--- config.mk ---
export PLATFORM = sky130hd
export DESIGN_NAME = uart_rx
export DESIGN_NICKNAME = d
export VERILOG_FILES = /design/src/rtl/uart_rx.sv
export SDC_FILE = /design/constraint.sdc
export NUM_CORES = 1
export LEC_CHECK = 0
export ABC_AREA = 1
export BUFFER_PORTS_ARGS = -buffer_cell sky130_fd_sc_hd__buf_2
export CAP_MARGIN = 0
export CORE_AREA = 2 2 84 78
export DETAILED_ROUTE_END_ITERATION = 10
export DIE_AREA = 0 0 86 80
export GPL_TIMING_DRIVEN = 0
export RECOVER_POWER = 100
export SLEW_MARGIN = 30
export SYNTH_ARGS = -nofsm -noshare
export SYNTH_HDL_FRONTEND = slang
export SYNTH_SLANG_ARGS = --single-unit
--- constraint.sdc ---
create_clock -name CLK -period 1.8 [get_ports CLK]
set_input_delay 0.09 -clock CLK [delete_from_list [all_inputs] [get_ports CLK]]
set_output_delay 0.09 -clock CLK [all_outputs]
set_load 0.01 [all_outputs]
--- src/rtl/uart_rx.sv ---
// Oversampling UART receiver: 2-flop synchronized line, 3-sample majority vote per bit,
// optional even/odd parity, one-cycle DATA_VALID / PAR_ERR / STP_ERR pulses.
module uart_rx #(
    parameter int DATAWIDTH = 8,
    parameter int PRESC_W   = 6
) (
    input  logic                 CLK,
    input  logic                 RST,
    input  logic                 RX_IN,
    input  logic [PRESC_W-1:0]   PRESCALE,
    input  logic                 PAR_EN,
    input  logic                 PAR_TYP,
    output logic [DATAWIDTH-1:0] P_DATA,
    output logic                 DATA_VALID,
    output logic                 PAR_ERR,
    output logic                 STP_ERR,
    output logic [2:0]           fsm_state
);

    localparam int BIT_W = (DATAWIDTH > 1) ? $clog2(DATAWIDTH) : 1;

    typedef enum logic [2:0] {
        IDLE   = 3'd0,
        START  = 3'd1,
        DATA   = 3'd2,
        PARITY = 3'd3,
        STOP   = 3'd4
    } state_t;

    state_t               state;
    logic                 rx_meta;
    logic                 rx_s;
    logic                 armed;
    logic [PRESC_W-1:0]   edge_cnt;
    logic [BIT_W-1:0]     bit_cnt;
    logic [PRESC_W-1:0]   p_lat;
    logic                 par_en_lat;
    logic                 par_typ_lat;
    logic [DATAWIDTH-1:0] shift_reg;
    logic                 par_acc;
    logic                 par_mis;
    logic                 samp_0;
    logic                 samp_1;

    logic [PRESC_W-1:0]   half;
    logic [PRESC_W-1:0]   samp_lo;
    logic [PRESC_W-1:0]   samp_hi;
    logic [PRESC_W-1:0]   last_edge;
    logic                 at_res;
    logic                 at_end;
    logic                 voted;
    logic                 par_exp;

    assign half      = p_lat >> 1;
    assign samp_lo   = half - 1'b1;
    assign samp_hi   = half + 1'b1;
    assign last_edge = p_lat - 1'b1;
    assign at_res    = (edge_cnt == samp_hi);
    assign at_end    = (edge_cnt == last_edge);
    // The third sample is the live rx_s of the resolution cycle.
    assign voted     = (samp_0 & samp_1) | (samp_0 & rx_s) | (samp_1 & rx_s);
    assign par_exp   = par_typ_lat ? ~par_acc : par_acc;
    assign fsm_state = state;

    always_ff @(posedge CLK or negedge RST) begin
        if (!RST) begin
            rx_meta <= 1'b0;
            rx_s    <= 1'b0;
        end else begin
            rx_meta <= RX_IN;
            rx_s    <= rx_meta;
        end
    end

    always_ff @(posedge CLK or negedge RST) begin
        if (!RST) begin
            state       <= IDLE;
            armed       <= 1'b0;
            edge_cnt    <= '0;
            bit_cnt     <= '0;
            p_lat       <= '0;
            par_en_lat  <= 1'b0;
            par_typ_lat <= 1'b0;
            shift_reg   <= '0;
            par_acc     <= 1'b0;
            par_mis     <= 1'b0;
            samp_0      <= 1'b0;
            samp_1      <= 1'b0;
            P_DATA      <= '0;
            DATA_VALID  <= 1'b0;
            PAR_ERR     <= 1'b0;
            STP_ERR     <= 1'b0;
        end else begin
            DATA_VALID <= 1'b0;
            PAR_ERR    <= 1'b0;
            STP_ERR    <= 1'b0;

            if (state != IDLE) begin
                if (edge_cnt == samp_lo) samp_0 <= rx_s;
                if (edge_cnt == half)    samp_1 <= rx_s;
                edge_cnt <= at_end ? '0 : edge_cnt + 1'b1;
            end

            case (state)
                IDLE: begin
                    if (rx_s) begin
                        armed <= 1'b1;
                    end else if (armed) begin
                        state       <= START;
                        edge_cnt    <= '0;
                        bit_cnt     <= '0;
                        p_lat       <= PRESCALE;
                        par_en_lat  <= PAR_EN;
                        par_typ_lat <= PAR_TYP;
                        par_acc     <= 1'b0;
                        par_mis     <= 1'b0;
                    end
                end
                START: begin
                    if (at_res && voted) begin
                        state    <= IDLE;
                        edge_cnt <= '0;
                    end else if (at_end) begin
                        state <= DATA;
                    end
                end
                DATA: begin
                    if (at_res) begin
                        shift_reg <= {voted, shift_reg[DATAWIDTH-1:1]};
                        par_acc   <= par_acc ^ voted;
                    end
                    if (at_end) begin
                        if (bit_cnt == BIT_W'(DATAWIDTH - 1)) begin
                            bit_cnt <= '0;
                            state   <= par_en_lat ? PARITY : STOP;
                        end else begin
                            bit_cnt <= bit_cnt + 1'b1;
                        end
                    end
                end
                PARITY: begin
                    if (at_res) par_mis <= (voted != par_exp);
                    if (at_end) state <= STOP;
                end
                STOP: begin
                    // Leave half a bit early so a back-to-back start is never missed.
                    if (at_res) begin
                        state    <= IDLE;
                        edge_cnt <= '0;
                        if (voted && !par_mis) begin
                            P_DATA     <= shift_reg;
                            DATA_VALID <= 1'b1;
                        end
                        if (!voted) begin
                            STP_ERR <= 1'b1;
                            armed   <= 1'b0;
                        end
                        if (par_mis) PAR_ERR <= 1'b1;
                    end
                end
                default: state <= IDLE;
            endcase
        end
    end

endmodule
## Word-level counts from Yosys, hierarchy flattened

Index checks and enable logic that the tools add are counted.

| storage, ports and cells | value |
|---|---|
| register bits after elaboration | 46 |
| output and inout bits | 14 |
| word-level logic and storage cells | 112 |

| operators by class | value |
|---|---|
| add/sub/neg operators | 5 |
| equality and inequality tests | 21 |
| multiplexer cells | 42 |
| bitwise gates (word level) | 8 |
| reduce and logical (&&, ||, !) cells | 18 |

Operators by type and width:

| kind | number |
|---|---|
| 3-bit 2-to-1 mux | 13 |
| 6-bit 2-to-1 mux | 6 |
| 2-bit != test (second input constant) | 10 |
| 6-bit equality test | 3 |
| 6-bit case mux with 3 select lines | 1 |
| 1-bit 2-to-1 mux | 17 |
| 4-bit AND reduction | 4 |
| 3-bit case mux with 5 select lines | 1 |
| 7-bit AND reduction | 1 |
| 5-bit by 1-bit adder with 6-bit output (second input constant) | 1 |
| 6-bit by 1-bit adder with 6-bit output (second input constant) | 1 |
| 3-bit by 2-bit equality test with 1-bit output (second input constant) | 2 |
| 3-bit equality test (second input constant) | 2 |
| 6-bit by 5-bit equality test with 1-bit output | 1 |
| 1-bit case mux with 2 select lines | 3 |
| 3-bit case mux with 2 select lines | 1 |
| 2-bit AND reduction | 3 |
| 3-bit AND reduction | 2 |
| 2-bit nonzero test | 3 |
| 5-bit by 1-bit subtractor with 6-bit output (second input constant) | 1 |
| 6-bit by 1-bit subtractor with 6-bit output (second input constant) | 1 |
| 3-bit by 1-bit adder with 3-bit output (second input constant) | 1 |
| 1-bit bitwise AND | 3 |
| 3-bit by 1-bit equality test with 1-bit output (second input constant) | 1 |
| other kinds (9) | 12 |

## Longest topological paths before layout

Gate-level depths: netlist of the first run.

| depth | value |
|---|---|
| word-level depth | 7 |
| mapped depth | 13 |
| depth with buffers taken out | 13 |

## Least setup slack after synthesis of the first run

Ideal clock, no wire load.

| path | value |
|---|---|
| path type | register to register |
| from | reg p_lat[2] |
| to | reg P_DATA[7] |
| arrival | 1.791 ns |
| required time | 1.683 ns |
| setup slack | -0.108 ns |
| cell stages (with the launch flop) | 12 |
| buffers on the path | 1 |
| cell sequence | dfrtp_1 inv_1 ha_1 xnor2_1 nand3_2 nor2_4 nand2_4 inv_2 nand4_4 buf_6 nand2_2 o21ai_2 |

| between the ends | value |
|---|---|
| longest elaborated chain between the ends | 3 |

RTL lines:

| what | RTL line | RTL |
|---|---|---|
| start: declaration | 36 | `logic [PRESC_W-1:0] p_lat;` |
| start signal: assignment | 81 | `p_lat <= '0;` |
| start signal: assignment | 112 | `p_lat <= PRESCALE;` |
| 5-bit by 1-bit adder with 6-bit output | 56 | `assign samp_hi = half + 1'b1;` |
| 6-bit equality test | 58 | `assign at_res = (edge_cnt == samp_hi);` |
| 3-bit AND reduction (no source line) | - |  |
| end signal: assignment | 151 | `P_DATA <= shift_reg;` |
| end: declaration | 13 | `output logic [DATAWIDTH-1:0] P_DATA,` |

No other way between the ends.
A chain may end at the register's enable or synchronous reset.

## Final worst setup path of the first run

| path | value |
|---|---|
| from | reg p_lat[1] |
| to | reg state[1] (netlist: fsm_state[1]) |

| between the ends | value |
|---|---|
| longest elaborated chain between the ends | 5 |

RTL lines:

| what | RTL line | RTL |
|---|---|---|
| 5-bit by 1-bit adder with 6-bit output | 56 |  |
| 6-bit equality test | 58 |  |
| 1-bit logical AND | 120 | `if (at_res && voted) begin` |
| 3-bit != test (no source line) / 3-bit 2-to-1 mux (equally long branches) | - |  |
| 7-bit AND reduction (no source line) / 3-bit case mux with 5 select lines (equally long branches) | - |  |
| end signal: assignment | 135 | `state <= par_en_lat ? PARITY : STOP;` |
| end: declaration | 30 | `state_t state;` |

Several ways; a longest one is shown, not always the timed one.

==> results of run 1 <==
[timing repair]
item | 4_1_cts | 5_1_grt
resized for setup | 32 | 58
setup endpoints to repair | 40 | 42
hold buffers | 2 | 0
cloned | 1 | 1
pin swaps | 10 | 9
endpoints found under the hold margin | 47 | 0
setup buffers | 13 | 3
[cells by family (layout without fill, tap and decap cells)]
family	count (synthesis)	in the layout	share of synthesized area, %
compound gates	45	45	11.16
flops	46	46	44.83
fa+ha+maj	7	7	3.411
mux	2	2	0.8771
simple gates	145	145	25.88
xor+xnor	15	15	5.117
buf+inv	56	108	8.723
[power breakdown]
| group | leakage (nW) | internal, mW | switching, mW |
|---|---|---|---|
| sequential | 0.600 | 1.22 | 0.203 |
| combinational | 1.02 | 1.01 | 1.42 |
| clock | 0.0585 | 0.417 | 0.376 |
[area by class of cell]
class / instances / share of cell area [%]
Tap cell: 72 / 2.697
Timing Repair Buffer: 44 / 9.101
Sequential cell: 46 / 34.53
Multi-Input combinational cell: 214 / 42.96
Inverter: 51 / 6.030
Clock inverter: 3 / 1.311
Clock buffer: 5 / 2.060
Buffer: 5 / 1.311
[path summary, 6_finish.rpt]
path | startpoint | endpoint | slack [ps] | cells after the start
min in group asynchronous | RST | p_lat[0] | 540 | 2
worst max register to register | p_lat[1] | fsm_state[1] | -140 | 11
worst max-delay path | p_lat[1] | fsm_state[1] | -140 | 11
max in group asynchronous | RST | fsm_state[1] | 480 | 2
worst min-delay path | PAR_TYP | par_typ_lat | 10 | 2
worst min register to register | rx_meta | rx_s | 370 | 0
[cells in the final DEF, fill, tap and decap left out, drive strengths merged]
master | netlist | routed
nand2 | 86 | 86
inv | 51 | 51
dfrtp | 46 | 46
buf | 3 | 32
o21ai | 28 | 28
nand3 | 26 | 26
nor2 | 22 | 22
clkbuf | 2 | 20
a21oi | 12 | 12
xor2 | 9 | 9
nor3 | 7 | 7
ha | 7 | 7
xnor2 | 6 | 6
nand4 | 3 | 3
mux2 | 2 | 2
dlygate4sd3 | 0 | 2
o211ai | 2 | 2
clkinv | 0 | 2
a21o | 1 | 1
nand3b | 1 | 1
o22ai | 1 | 1
a211oi | 1 | 1
bufinv | 0 | 1
[layer usage]
| metal | global-route usage, % | part of all wire, % | vias to the layer above |
|---|---|---|---|
| li1 | - | - | 1102 |
| met1 | 26.20 | 49 | 1008 |
| met2 | 27.21 | 46 | 36 |
| met3 | 3.930 | 3.4 | 4 |
| met4 | 5.397 | 0.98 | 0 |
| met5 | 0 | 0 | - |
[metrics by stage]
stage	setup TNS [ps]	instances	total power [mW]	util, %
after floorplan	-4.284	316	2.920	-
after global placement	-8124	412	3.306	46.79
after detailed placement	-8091	412	3.320	46.83
after CTS	-1420	436	4.476	53.04
after global routing	-5209	440	5.029	55.87
final	-2003	440	4.644	55.87
==> metrics.cfg, run 1 <==
[run_status]
run_status = finished, violations left
violations = setup timing

[logic_synthesis]
ys_warn_count = 0
ys.flop_type = dfrtp_1
syn_inst = 316
synth_cell_types = 33
syn_area_per_cell_um2 = 8.125
syn-cell-area_um2 = 2567
async_reset_ff_share_pct = 100.0
synth_edf_count = 0
yosysTopAreaCell = dfrtp_1
synth-seq-cells = 46
yosysMostFrequentCell = nand2_1
synth.yosys.seq_area_share_pct = 44.83
syn-num-nets = 334
synth_common_cells = nand2_1, inv_1, dfrtp_1, nand3_1, nor2_1
yosys.area.top_type_share_pct = 44.83
yosys-top-cells-area = dfrtp_1, nand2_1, inv_1

[cts]
numClockSinks = 46
cts_tree = built
htreeDepth = 2
cts.path.max_buffers = 2
clk_pin_slew_ps = 90
numCtsBuffers = 5
clk-insertion-delay-late_ps = 300
cts-root-buf = clkbuf_8

[setup_path]
crit_path_max_fanout = 5
critPathLaunchType = register
crit_chain = inv_2 > ha_4 > xnor2_4 > nand3_2 > nor2_4 > nand2_4 > a21oi_4 > nand3_2 > nand2_2 > nand2_1 > nand2_1
critical_path_class = register to register
critical-path-top-delay-family = simple AND/OR/NAND/NOR gates
cp.arrival_ps = 2180
crit_path_end_kind = register
path_buf_inv = 1
critPathMaxStageDelay_ps = 420
slowest_stage = dfrtp_1
required_ps = 2040

[placed_design]
place.port_buffers = 24
dpl.hpwl_um = 3890
dpl_cell_area_um2 = 2800
dpl_worst_slack_ps = -318.7
gp_congestion = 0.8852

[grt]
track_usage_pct = 18.14
overflow = 0
first_global_vias = 2036
grt_pass1_wl_um = 9756
antenna_found_initial = 0
grt_max_degree = 47

[sta]
slew_headroom_pct = 23.87
clock.fmax_ghz = 0.5155
rsz0062_at_grt = true
tightest_slew_ps = 1142
whs_ps = 13.74
drv_slew = 0
finalWorstSetupSlack_ps = -139.8
min_period_ps = 1940
setup_viol = 27
skew_ps = 8.657
hold_viol_final = 0
period_share_pct = 107.8

[die]
die_x_um = 86
core-area_um2 = 5979
die_h_um = 80
rows = 27
die_area_um2 = 6880
ioPinCount = 25
start_util_pct = 42.94

[cells_and_area]
multiInputGateArea_um2 = 1435
diodes = 0
seq_area_um2 = 1154
area_growth_pct = 30.12
drive_gt1_share_pct = 33.70
nNetsFinal = 385
final.fill_count = 555
final_cell_area_um2 = 3341

[detailed_routing]
drt-initial-drc-count = 126
dr.pass1.iters = 5
routed_via_density = 4.886
post_drt_wl_per_cell_um = 13.25
vias = 2150
drt_wl_total_um = 5828
post-route-drc-count = 0
antenna_left = 0

[power]
leakagePower_nw = 1.676
vdd_ir_drop_max_mv = 0.8606
power_density_nw_per_um2 = 1390

[flow_run]
cap_violations = 0

[hold_path]
hold_class = input port to register

Note: power is estimated with default switching activity, not from simulation.
==> inputs of run 2 (changes only) <==
--- a/config.mk
+++ b/config.mk
@@ -8,11 +8,13 @@
 export ABC_AREA = 1
 export BUFFER_PORTS_ARGS = -buffer_cell sky130_fd_sc_hd__buf_2
 export CAP_MARGIN = 0
-export CORE_AREA = 2 2 84 78
+export CORE_AREA = 2 2 77 72
 export DETAILED_ROUTE_END_ITERATION = 10
-export DIE_AREA = 0 0 86 80
+export DIE_AREA = 0 0 79 74
 export GPL_TIMING_DRIVEN = 0
+export PLACE_DENSITY = 0.73
 export RECOVER_POWER = 100
+export SETUP_SLACK_MARGIN = 0.4
 export SLEW_MARGIN = 30
 export SYNTH_ARGS = -nofsm -noshare
 export SYNTH_HDL_FRONTEND = slang
==> metrics.cfg, run 2 (synthesis results as in run 1) <==
[run_status]
run_status = finished, violations left
violations = setup timing

[die]
die_x_um = 79  ; -8.1%
die_h_um = 74  ; -7.5%
die_area_um2 = 5846  ; -15%
rows = 25  ; -7.4%
core-area_um2 = 5067  ; -15%
start_util_pct = 50.67  ; +7.7 points
ioPinCount = 25  ; unchanged

[cells_and_area]
fin_cells = 443  ; +0.68%
area_growth_pct = 31.77
final.fill_count = 401  ; -28%
layout_common_cells = nand2_1, dfrtp_1, inv_1
multiInputGateArea_um2 = 1434  ; about the same
mostFrequentLayoutCell = nand2_1
final_util_pct = 66.77  ; +11 points
diodes = 0  ; unchanged
final_cell_area_um2 = 3383  ; +1.3%
nNetsFinal = 393  ; +2.1%
drive_gt1_share_pct = 35.90  ; +2.2 points
seq_area_um2 = 1156  ; +0.22%

[sta]
period_share_pct = 106.5  ; -1.2 points
clock.fmax_ghz = 0.5215  ; +1.2%
drv_slew = 0  ; unchanged
rsz0062_at_grt = true
finalWorstSetupSlack_ps = -117.5  ; +22.27 ps
skew_ps = 9.839  ; +1.183 ps
tightest_slew_ps = 1120  ; -22.29 ps
min_period_ps = 1917  ; -22.27 ps
hold_viol_final = 0  ; unchanged
slew_headroom_pct = 25.36  ; +1.5 points
setup_viol = 28  ; +3.7%

[hold_path]
hold_depth = 2  ; unchanged
hold_class = input port to register

[setup_path]
cp.arrival_ps = 2120  ; -60 ps
critical_path_class = register to register
required_ps = 2000  ; -40 ps
rr_worst_depth = 11  ; unchanged
crit_path_max_fanout = 6  ; +1
critPathLaunchType = register
crit_path_end_kind = register

[cts]
cts_tree = built
numCtsBuffers = 5  ; unchanged
htreeDepth = 2  ; unchanged
clk_pin_slew_ps = 100  ; about the same
clk-insertion-delay-late_ps = 310  ; about the same
cts-root-buf = clkbuf_8
numClockSinks = 46  ; unchanged
cts.path.max_buffers = 2  ; unchanged

[detailed_routing]
dr.pass1.iters = 5  ; unchanged
wl_met3_um = 278  ; +42%
drt-initial-drc-count = 247  ; +96%
post-route-drc-count = 0  ; unchanged
antenna_left = 0  ; unchanged
routed_via_density = 5.221  ; +6.9%
post_drt_wl_per_cell_um = 14.44  ; +9.0%
top_layer = met4
routedLengthMet1_um = 2756  ; -4.3%
vias = 2313  ; +7.6%
route.met2.wl_um = 3179  ; +18%
drt_wl_total_um = 6397  ; +9.8%

[grt]
overflow = 0  ; unchanged
first_global_vias = 2181  ; +7.1%
antenna_found_initial = 0  ; unchanged
track_usage_pct = 21.75  ; +3.6 points
grt_pass1_wl_um = 9887  ; +1.3%
grt_max_degree = 47  ; unchanged

[placed_design]
place_inst = 407  ; -1.2%
place.port_buffers = 24  ; unchanged
dpl.hpwl_um = 3767  ; -3.2%
dpl_cell_area_um2 = 2806  ; +0.22%
gp_congestion = 0.8899  ; +0.53%

[power]
leakagePower_nw = 1.682  ; +0.38%
power_density_nw_per_um2 = 1397  ; +0.52%
vdd_ir_drop_max_mv = 0.8408  ; -2.3%

[flow_run]
cap_violations = 0  ; unchanged

[run 2: routing by layer]
layer	track usage (%)	up-vias
li1	-	1117
met5	0	-
met2	37.01	61
met1	29.05	1118
met4	6.897	0
met3	3.519	17
[run 2: power breakdown]
part	switching, mW	internal (mW)	leakage (nW)	total, mW
logic	1.54	1.06	1.04	2.60
registers	0.208	1.23	0.598	1.44
clock network	0.407	0.289	0.0467	0.695
[run 2: worst max-delay path, stage by stage (launching register included)]
cell     delay, ps
dfrtp_2        450
inv_4           90
ha_4           220
xnor2_4        170
nand3_2        110
nor2_4         130
nand2_4        110
inv_4           80
nand4_4        140
buf_8          200
nand2_2         60
o21ai_2         50
[run 2: per-stage QoR]
| step | total power [mW] | hold WS [ps] | setup WS (ps) | TNS [ps] |
|---|---|---|---|---|
| after floorplan | 2.938 | -205.6 | -4.277 | -4.277 |
| after global placement | 3.302 | 199.1 | -252.0 | -5390 |
| after detailed placement | 3.349 | 127.4 | -285.7 | -6235 |
| after CTS | 4.428 | 3.362 | -93.92 | -1536 |
| after global routing | 5.057 | 18.23 | -262.6 | -5844 |
| final | 4.728 | 12.05 | -117.5 | -1945 |
[run 2: path summary, 6_finish.rpt]
check	slack (ps)	startpoint	endpoint
hold / removal	10	PAR_EN	par_en_lat
setup reg to reg	-120	p_lat[1]	P_DATA[0]
max in group asynchronous	520	RST	fsm_state[0]
min in group asynchronous	530	RST	p_lat[3]
hold reg to reg	360	rx_meta	rx_s
setup / recovery	-120	p_lat[1]	P_DATA[0]
[run 2: what timing repair did]
item | in CTS | in global routing
pin swaps | 7 | 8
endpoints found under the setup margin | 44 | 44
buffers inserted | 13 | 9
hold buffers | 2 | 0
endpoints found under the hold margin | 47 | 0
cloned | 2 | 2
gates resized for setup | 42 | 54
[run 2: layout make-up]
class / instances / share of cell area (%)
Buffer: 5 / 1.294
Inverter: 51 / 6.250
Tap cell: 67 / 2.478
Multi-Input combinational cell: 215 / 42.38
Clock buffer: 5 / 2.034
Sequential cell: 46 / 34.17
Clock inverter: 3 / 0.8136
Timing Repair Buffer: 51 / 10.58
